[config.mk]
export PLATFORM = sky130hd
export DESIGN_NAME = product_accumulator_flat
export DESIGN_NICKNAME = d
export VERILOG_FILES = /design/src/rtl/product_accumulator_if.sv /design/src/rtl/product_accumulator.sv /design/src/flat_wrapper.sv
export SDC_FILE = /design/constraint.sdc
export NUM_CORES = 1
export LEC_CHECK = 0
export BUFFER_PORTS_ARGS = -buffer_cell sky130_fd_sc_hd__buf_2
export CAP_MARGIN = 25
export CORE_MARGIN = 3
export CORE_UTILIZATION = 25
export DETAILED_ROUTE_END_ITERATION = 12
export GPL_ROUTABILITY_DRIVEN = 0
export GPL_TIMING_DRIVEN = 0
export PLACE_DENSITY = 0.48
export REMOVE_ABC_BUFFERS = 1
export SYNTH_ARGS = -nofsm -noshare
export SYNTH_HDL_FRONTEND = slang
export SYNTH_SLANG_ARGS = --single-unit
[constraint.sdc]
create_clock -name clk -period 2.8 [get_ports clk]
set_clock_uncertainty 0.1 [all_clocks]
set_input_delay 0.28 -clock clk [delete_from_list [all_inputs] [get_ports clk]]
set_output_delay 0.28 -clock clk [all_outputs]
set_load 0.05 [all_outputs]
[src/rtl/product_accumulator_if.sv]
// Handshake bundle between the Booth multiplier, the product accumulator and its consumer.
// Latency: none, wires only.
// Backpressure: carries o_ready (product side) and i_ready (result side).
//
// Signals (directions seen from the accumulator / slave modport):
//   i_start, i_len          run control: start pulse and term count
//   i_p, i_valid, o_ready   product stream from the multiplier
//   o_sum, o_valid, i_ready result stream to the consumer
//   o_busy, o_ovf           status: not idle, sticky overflow for current run
interface product_accumulator_if #(
  parameter int N     = 8,
  parameter int ACC_W = 24,
  parameter int CNT_W = 8
);
  logic               i_start;
  logic [CNT_W-1:0]   i_len;
  logic [2*N-2:0]     i_p;
  logic               i_valid;
  logic               o_ready;
  logic [ACC_W-1:0]   o_sum;
  logic               o_valid;
  logic               i_ready;
  logic               o_busy;
  logic               o_ovf;

  // Master drives the run, the products and the result-side ready.
  modport master (
    output i_start, i_len, i_p, i_valid, i_ready,
    input  o_ready, o_sum, o_valid, o_busy, o_ovf
  );

  // Slave is the accumulator itself.
  modport slave (
    input  i_start, i_len, i_p, i_valid, i_ready,
    output o_ready, o_sum, o_valid, o_busy, o_ovf
  );
endinterface

[src/rtl/product_accumulator.sv]
// Sums a programmed number of signed (2N-1)-bit products into an ACC_W-bit accumulator.
// Latency: result valid 1 cycle after the last product transfer (1 cycle after start for i_len==0).
// Backpressure: o_ready high only while accumulating; result held in DONE until i_ready.
//
// Ports:
//   clk    single clock, all state on the rising edge
//   reset  synchronous active-high reset, discards any partial run
//   bus    product_accumulator_if.slave (run control, product stream, result stream, status)
//
// Build option: define PRODUCT_ACCUMULATOR_SATURATE_EN to clamp the accumulator on
// signed overflow instead of wrapping modulo 2^ACC_W. o_ovf is sticky in both builds.
module product_accumulator #(
  parameter int N     = 8,
  parameter int ACC_W = 24,
  parameter int CNT_W = 8
) (
  input  logic                   clk,
  input  logic                   reset,
  product_accumulator_if.slave   bus
);

  localparam int P_W = 2*N - 1;

  // The accumulator must be able to hold at least one full product.
  if (ACC_W < P_W) begin : g_width_check
    $error("product_accumulator: ACC_W (%0d) must be >= 2N-1 (%0d)", ACC_W, P_W);
  end

  typedef enum logic [1:0] {
    IDLE  = 2'd0,
    ACCUM = 2'd1,
    DONE  = 2'd2
  } state_t;

  state_t                   state;
  state_t                   state_nxt;
  logic signed [ACC_W-1:0]  acc;
  logic signed [ACC_W-1:0]  acc_nxt;
  logic [CNT_W-1:0]         remaining;
  logic [CNT_W-1:0]         remaining_nxt;
  logic                     ovf;
  logic                     ovf_nxt;

  // Datapath: one adder, overflow detect, optional clamp.
  logic signed [ACC_W-1:0]  p_ext;
  logic signed [ACC_W-1:0]  sum;
  logic signed [ACC_W-1:0]  add_res;
  logic                     add_ovf;
  logic                     xfer;

  // Size cast of a signed operand sign-extends the product to the accumulator width.
  assign p_ext = ACC_W'($signed(bus.i_p));
  assign sum   = acc + p_ext;

  // Signed overflow: operands agree in sign but the result does not.
  assign add_ovf = (acc[ACC_W-1] == p_ext[ACC_W-1]) && (sum[ACC_W-1] != acc[ACC_W-1]);

`ifdef PRODUCT_ACCUMULATOR_SATURATE_EN
  localparam logic signed [ACC_W-1:0] ACC_MAX = {1'b0, {(ACC_W-1){1'b1}}};
  localparam logic signed [ACC_W-1:0] ACC_MIN = {1'b1, {(ACC_W-1){1'b0}}};

  // Overflow can only occur with equal-sign operands, so the accumulator sign
  // tells the direction: non-negative operands overflow upward.
  assign add_res = add_ovf ? (acc[ACC_W-1] ? ACC_MIN : ACC_MAX) : sum;
`else
  assign add_res = sum;
`endif

  // In ACCUM o_ready is constantly high, so a valid product is a transfer.
  assign xfer = (state == ACCUM) && bus.i_valid;

  // Next-state and datapath update.
  always_comb begin
    state_nxt     = state;
    acc_nxt       = acc;
    remaining_nxt = remaining;
    ovf_nxt       = ovf;

    unique case (state)
      IDLE: begin
        if (bus.i_start) begin
          acc_nxt = '0;
          ovf_nxt = 1'b0;
          if (bus.i_len != '0) begin
            remaining_nxt = bus.i_len;
            state_nxt     = ACCUM;
          end else begin
            // Empty run: report a zero sum straight away.
            state_nxt = DONE;
          end
        end
      end

      ACCUM: begin
        if (xfer) begin
          acc_nxt       = add_res;
          ovf_nxt       = ovf | add_ovf;
          remaining_nxt = remaining - CNT_W'(1);
          if (remaining == CNT_W'(1)) begin
            state_nxt = DONE;
          end
        end
      end

      DONE: begin
        // A start arriving together with this handshake is not seen: the
        // block only samples i_start in IDLE.
        if (bus.i_ready) begin
          state_nxt = IDLE;
        end
      end

      default: begin
        state_nxt = IDLE;
      end
    endcase
  end

  // State register.
  always_ff @(posedge clk) begin
    if (reset) begin
      state     <= IDLE;
      acc       <= '0;
      remaining <= '0;
      ovf       <= 1'b0;
    end else begin
      state     <= state_nxt;
      acc       <= acc_nxt;
      remaining <= remaining_nxt;
      ovf       <= ovf_nxt;
    end
  end

  // Outputs are registers or pure state decodes; nothing from i_* reaches o_*
  // without passing a flop.
  assign bus.o_ready = (state == ACCUM);
  assign bus.o_valid = (state == DONE);
  assign bus.o_busy  = (state != IDLE);
  assign bus.o_sum   = acc;
  assign bus.o_ovf   = ovf;

  // A stalled result must not move.
  a_result_stable : assert property (
    @(posedge clk) disable iff (reset)
      (bus.o_valid && !bus.i_ready) |=> (bus.o_valid && $stable(bus.o_sum) && $stable(bus.o_ovf))
  );

  // Product and result sides are never open at the same time.
  a_ready_valid_excl : assert property (
    @(posedge clk) disable iff (reset)
      !(bus.o_ready && bus.o_valid)
  );

  // While accumulating there is always at least one term left.
  a_remaining_nonzero : assert property (
    @(posedge clk) disable iff (reset)
      (state == ACCUM) |-> (remaining != '0)
  );

endmodule

[src/flat_wrapper.sv]
// flat-port wrapper written by rule: the top's interface ports become plain ports
module product_accumulator_flat 
#(
  parameter int N     = 8,
  parameter int ACC_W = 24,
  parameter int CNT_W = 8
)
  (clk, reset, bus_i_start, bus_i_len, bus_i_p, bus_i_valid, bus_i_ready, bus_o_ready, bus_o_sum, bus_o_valid, bus_o_busy, bus_o_ovf);
  product_accumulator_if #(.N(N), .ACC_W(ACC_W), .CNT_W(CNT_W)) bus_i ();
  input  logic clk;
  input  logic reset;
  input wire logic [$bits(bus_i.i_start)-1:0] bus_i_start;
  input wire logic [$bits(bus_i.i_len)-1:0] bus_i_len;
  input wire logic [$bits(bus_i.i_p)-1:0] bus_i_p;
  input wire logic [$bits(bus_i.i_valid)-1:0] bus_i_valid;
  input wire logic [$bits(bus_i.i_ready)-1:0] bus_i_ready;
  output wire logic [$bits(bus_i.o_ready)-1:0] bus_o_ready;
  output wire logic [$bits(bus_i.o_sum)-1:0] bus_o_sum;
  output wire logic [$bits(bus_i.o_valid)-1:0] bus_o_valid;
  output wire logic [$bits(bus_i.o_busy)-1:0] bus_o_busy;
  output wire logic [$bits(bus_i.o_ovf)-1:0] bus_o_ovf;
  assign bus_i.i_start = bus_i_start;
  assign bus_i.i_len = bus_i_len;
  assign bus_i.i_p = bus_i_p;
  assign bus_i.i_valid = bus_i_valid;
  assign bus_i.i_ready = bus_i_ready;
  assign bus_o_ready = bus_i.o_ready;
  assign bus_o_sum = bus_i.o_sum;
  assign bus_o_valid = bus_i.o_valid;
  assign bus_o_busy = bus_i.o_busy;
  assign bus_o_ovf = bus_i.o_ovf;
  product_accumulator #(.N(N), .ACC_W(ACC_W), .CNT_W(CNT_W)) u_core (.clk(clk), .reset(reset), .bus(bus_i));
endmodule
# --- Word-level counts from Yosys, hierarchy flattened ---
# Cells that the tools add are included.
op_classes:
  add_sub_neg: 2
  eq_ne: 10
  muxes: 16
  bitwise: 1
  n_reduce_logical: 9
ops:
  columns: ["cell", "count"]
  rows:
  - ["24-bit two-way mux", 2]
  - ["24-bit case mux with 2 select lines", 1]
  - ["24-bit by 15-bit adder with 24-bit output", 1]
  - ["8-bit two-way mux", 3]
  - ["8-bit case mux with 2 select lines", 1]
  - ["2-bit two-way mux", 5]
  - ["8-bit by 1-bit == test with 1-bit output (second input constant)", 1]
  - ["4-bit AND reduction", 2]
  - ["8-bit nonzero test", 1]
  - ["8-bit by 1-bit subtractor with 8-bit output (second input constant)", 1]
  - ["2-bit by 1-bit inequality test with 1-bit output (second input constant)", 3]
  - ["2-bit case mux with 3 select lines", 1]
  - ["2-bit inequality test (second input constant)", 2]
  - ["2-bit nonzero test", 2]
  - ["3-bit AND reduction", 1]
  - ["2-bit by 1-bit == test with 1-bit output (second input constant)", 1]
  - ["2-bit == test (second input constant)", 1]
  - ["1-bit logical AND", 2]
  - ["2-bit zero test", 1]
  - ["1-bit two-way mux", 2]
  - ["1-bit case mux with 2 select lines", 1]
  - ["1-bit == test", 1]
  - ["1-bit inequality test", 1]
  - ["1-bit bitwise OR", 1]
totals:
  register_bits: 35
  wordCells: 42

# --- Logic depth before layout (Yosys ltp) ---
depth:
  ltp_word: 6
  ltp_mapped: 10
  depth_no_buf: 9

# --- Least setup slack after synthesis ---
# Ideal clock, no wire load.
synth_path:
  kind: "reg2reg"
  from: "register u_core.acc[0], in the netlist u_core.bus.o_sum[0]"
  to: "register u_core.acc[22], in the netlist u_core.bus.o_sum[22]"
  arrival_time_ps: 2703
  slack_ps: -128
  path_stages_with_launch: 10
  path_buffers: 0
  period_less_slack_ps: 2928
  cell_sequence: "dfxtp_1 -> ha_1 -> fa_1 -> a211oi_1 -> nor2_1 -> a2111oi_2 -> o31ai_1 -> a311oi_1 -> xor2_1 -> o21ai_1"
synth_between:
  elab_chain_len: 3
synth_lines:
  columns: ["item", "line", "text"]
  rows:
  - ["from (decl)", "product_accumulator.sv:37", "logic signed [ACC_W-1:0] acc;"]
  - ["from (signal assigned)", "product_accumulator.sv:128", "acc <= acc_nxt;"]
  - ["24-bit by 15-bit adder with 24-bit output", "product_accumulator.sv:53", "assign sum = acc + p_ext;"]
  - ["24-bit two-way mux", "product_accumulator.sv:95", "if (xfer) begin"]
  - ["24-bit case mux with 2 select lines", "product_accumulator.sv:79", "unique case (state)"]
# Every way passes these cells. The select of a mux whose other input is x is not followed.
# A chain may end at the register's enable or synchronous reset.

# --- Worst setup path after layout ---
layout_path:
  from: "register u_core.acc[0], in the netlist u_core.bus.o_sum[0]"
  to: "register u_core.acc[20], in the netlist u_core.bus.o_sum[20]"
# The elaborated chain is that of the path after synthesis.

==> impl_metrics.tcl <==
set metrics [dict create \
    synth_top_cell_by_area "dfxtp_1" \
    dieHeight_um 109 \
    critPathRequiredTime_ps 2880 \
    seq_area_frac_synth 0.262 \
    drt_iter0_markers 134 \
    core_area_sq_mm 0.0104 \
    synthSimpleGateAreaFrac 0.204 \
    initial_core_util 0.257 \
    finalMaxSlewViolations 0 \
    p_int_uw 1030 \
    hpwl_um 5500 \
    antenna_found_initial 0 \
    hp-start "bus_i_ready" \
    met2WireLength_um 3270 \
    clock-root-buffer "clkbuf_8" \
    fill_cells 1164 \
    ios 56 \
    vias 2597 \
    cpPeakStageDelay_ps 410 \
    crit_arrival_ps 2770 \
    fin_nets 442 \
    synthTopCellsByArea "dfxtp_1 26%, ha_1 12%, nand2_1 4.8%, nor2_1 4.8%, a21oi_1 3.9%" \
    path_delay_family "compound AO/OA/AOI/OAI gates" \
    finalNonFillerCells 525 \
    cts_inserted_buffers 5 \
    switching_share 0.373 \
    netlist_top_cells_count "35 x dfxtp_1, 34 x nand2_1, 34 x nor2_1, 25 x ha_1, 21 x a21oi_1" \
    ant_nets 0 \
    h-tree-depth 2 \
    synth_top_family_by_area "compound AO/OA/AOI/OAI gates" \
    fp.dieW_um 109 \
    routed_via_density 4.95 \
    cts_hold_buffers 0 \
    wl_met3_um 358 \
    drt-pass1-iter-count 4 \
    cts.sinks 35 \
    netlist_area_sq_mm 0.00267 \
    setup_viol 0 \
    cp-end-kind "register" \
    synth_compound_area_frac 0.305 \
    routedWlPerCell_um 14.0 \
    startpoint "u_core.bus.o_sum[0]" \
    cp_max_fo 3 \
    synth_fa_ha_area_frac 0.125 \
    yosysUniqueCellTypes 57 \
    syn_to_final_growth_pct 22.9 \
    slew_headroom 0.497 \
    min_period_over_period 0.960 \
    overflow 0 \
    wl_met1_um 3660 \
    synth-xor-area-share 0.0623 \
    drive_above_1_share 0.237 \
    n_antenna_cell 0 \
    synthArstFlopShare 0 \
    die_area_sq_mm 0.0120 \
    yosysWarnings 0 \
    cp_num_buf_inv 1 \
    power_uw 1640 \
    synth-seq-cells 35 \
    power_density_mw_per_mm2 499 \
    track_usage 0.129 \
    reg2reg_from "u_core.bus.o_sum[0]" \
    hold_ws_ps 140 \
    grt_max_degree 24 \
    synth_edf_count 0 \
    yosysMostFrequentCell "dfxtp_1" \
    cts.clk_slew.worst_paths_ps 80 \
    grt_pass1_vias 2605 \
    comb_power_share 0.345 \
    place_inst 513 \
    grt_pass1_wl_um 12400 \
    p_seq_frac 0.356 \
    ir_drop_v 0.000268 \
    netlist_instances 335 \
    syn_area_per_cell_sq_um 7.97 \
    clkPwrFrac 0.299 \
    max-cap-violations 0 \
    tritoncts "done" \
    fp-row-count 37 \
    synth.area.mux_share 0.00750 \
    placed_cell_area_sq_mm 0.00306 \
    fin_crit_ps 2690 \
    synth_ff_type "dfxtp_1" \
    startpoint_type "register" \
    status "finished clean" \
    p_leak_uw 0.00147 \
    min_path_type "in -> reg" \
    rsz0062_at_grt "true" \
    max_clock_freq_mhz 372 \
    tightest_slew_ps 753 \
    route.detailed.drc 0 \
    worstSetupPathType "reg -> reg" \
    port_buffers 55 \
    clk_path_buf_depth 2 \
    fin_area_sq_mm 0.00328 \
    routed.top_layer "met4" \
    insertion_delay_ps 300 \
    crit_chain "ha_4, fa_2, a211oi_4, nor2_2, a2111oi_4, buf_4, o211ai_1, a41oi_2, xor2_1, o21ai_1" \
    routed_wl_um 7370 \
    critPathSlowestCell "a2111oi_4" \
    yosys.area.top_type_share 0.262 \
    switchingPower_uw 611 \
    hold_viol 0 \
]
[worst paths after layout]
check | endpoint | slack, ps | cells after the start
worst min register to register | u_core.bus.o_sum[19] | 380 | 2
worst max register to register | u_core.bus.o_sum[20] | 110 | 10
worst max-delay path | u_core.bus.o_sum[20] | 110 | 10
worst min-delay path | u_core.state[1] | 140 | 3
[metal layers]
layer / vias up / GRT usage
met3: 7 / 0.0252
met5: - / 0
met4: 0 / 0.0294
li1: 1352 / -
met2: 50 / 0.210
met1: 1188 / 0.175
[sequential cells by signal, indices dropped and copies added (netlist names)]
register	count
u_core.state	2
u_core.bus.o_sum	24
u_core.bus.o_ovf	1
u_core.remaining	8
[cell usage in the layout (no fill, tap or decap), types with 3 or more instances in the layout]
master,n
buf_2,55
o21ai_1,4
or4_1,4
dfxtp_1,35
ha_1,24
o211ai_1,3
nand3_1,10
o21bai_1,4
a21oi_1,21
clkbuf_8,6
a22oi_1,11
nor3_1,7
a211oi_1,9
nor2_2,3
a211o_1,3
xor2_1,10
xnor2_1,9
nor2b_1,3
o31ai_1,3
nand2_1,34
o21ai_0,20
nor2_1,33
a21o_1,12
buf_4,4
inv_1,7
[power groups by stage]
stage               Clock (uW)  Combinational, uW  Sequential (uW)
finish                     489                566              583
detailed placement           0                548              595
floorplan                    0                335              658
global placement             0                542              593
CTS                        515                561              583
global route               535                628              591
[timing repair]
item,in CTS,in global routing
cloned,0,0
setup buffers,3,0
resized for setup,10,4
hold endpoints to repair,0,0
setup endpoints to repair,5,4
pin swaps,7,3
[metrics by stage]
step,TNS [ps],setup slack [ps],util
floorplan,-221,-131,-
global placement,-997,-404,0.294
detailed placement,-968,-395,0.295
CTS,0,8.89,0.313
global route,-28.5,-28.5,0.316
finish,0,113,0.316
[final cells by class]
class,instances,area [sq um],area share
clock buffers,6,82.6,0.0252
well taps,136,170,0.0518
flip-flops and latches,35,701,0.213
repair buffers,60,317,0.0965
inverters,8,30.0,0.00915
multi-input cells,278,1950,0.593
clock inverters,2,35.0,0.0107
[worst register-to-register path, cell delays in order (launching register included)]
cell and delay [ps]:
dfxtp_1 350, ha_4 190, fa_2 390, a211oi_4 250, nor2_2 90, a2111oi_4 410, buf_4 190, o211ai_1 130
a41oi_2 220, xor2_1 170, o21ai_1 70
[cell families after synthesis]
kind of cell | after synthesis
flops | 35
mux | 2
fa+ha+maj | 26
simple gates | 115
compound gates | 116
xor+xnor | 19
buf+inv | 22
Note: power is estimated with default switching activity, not from simulation.
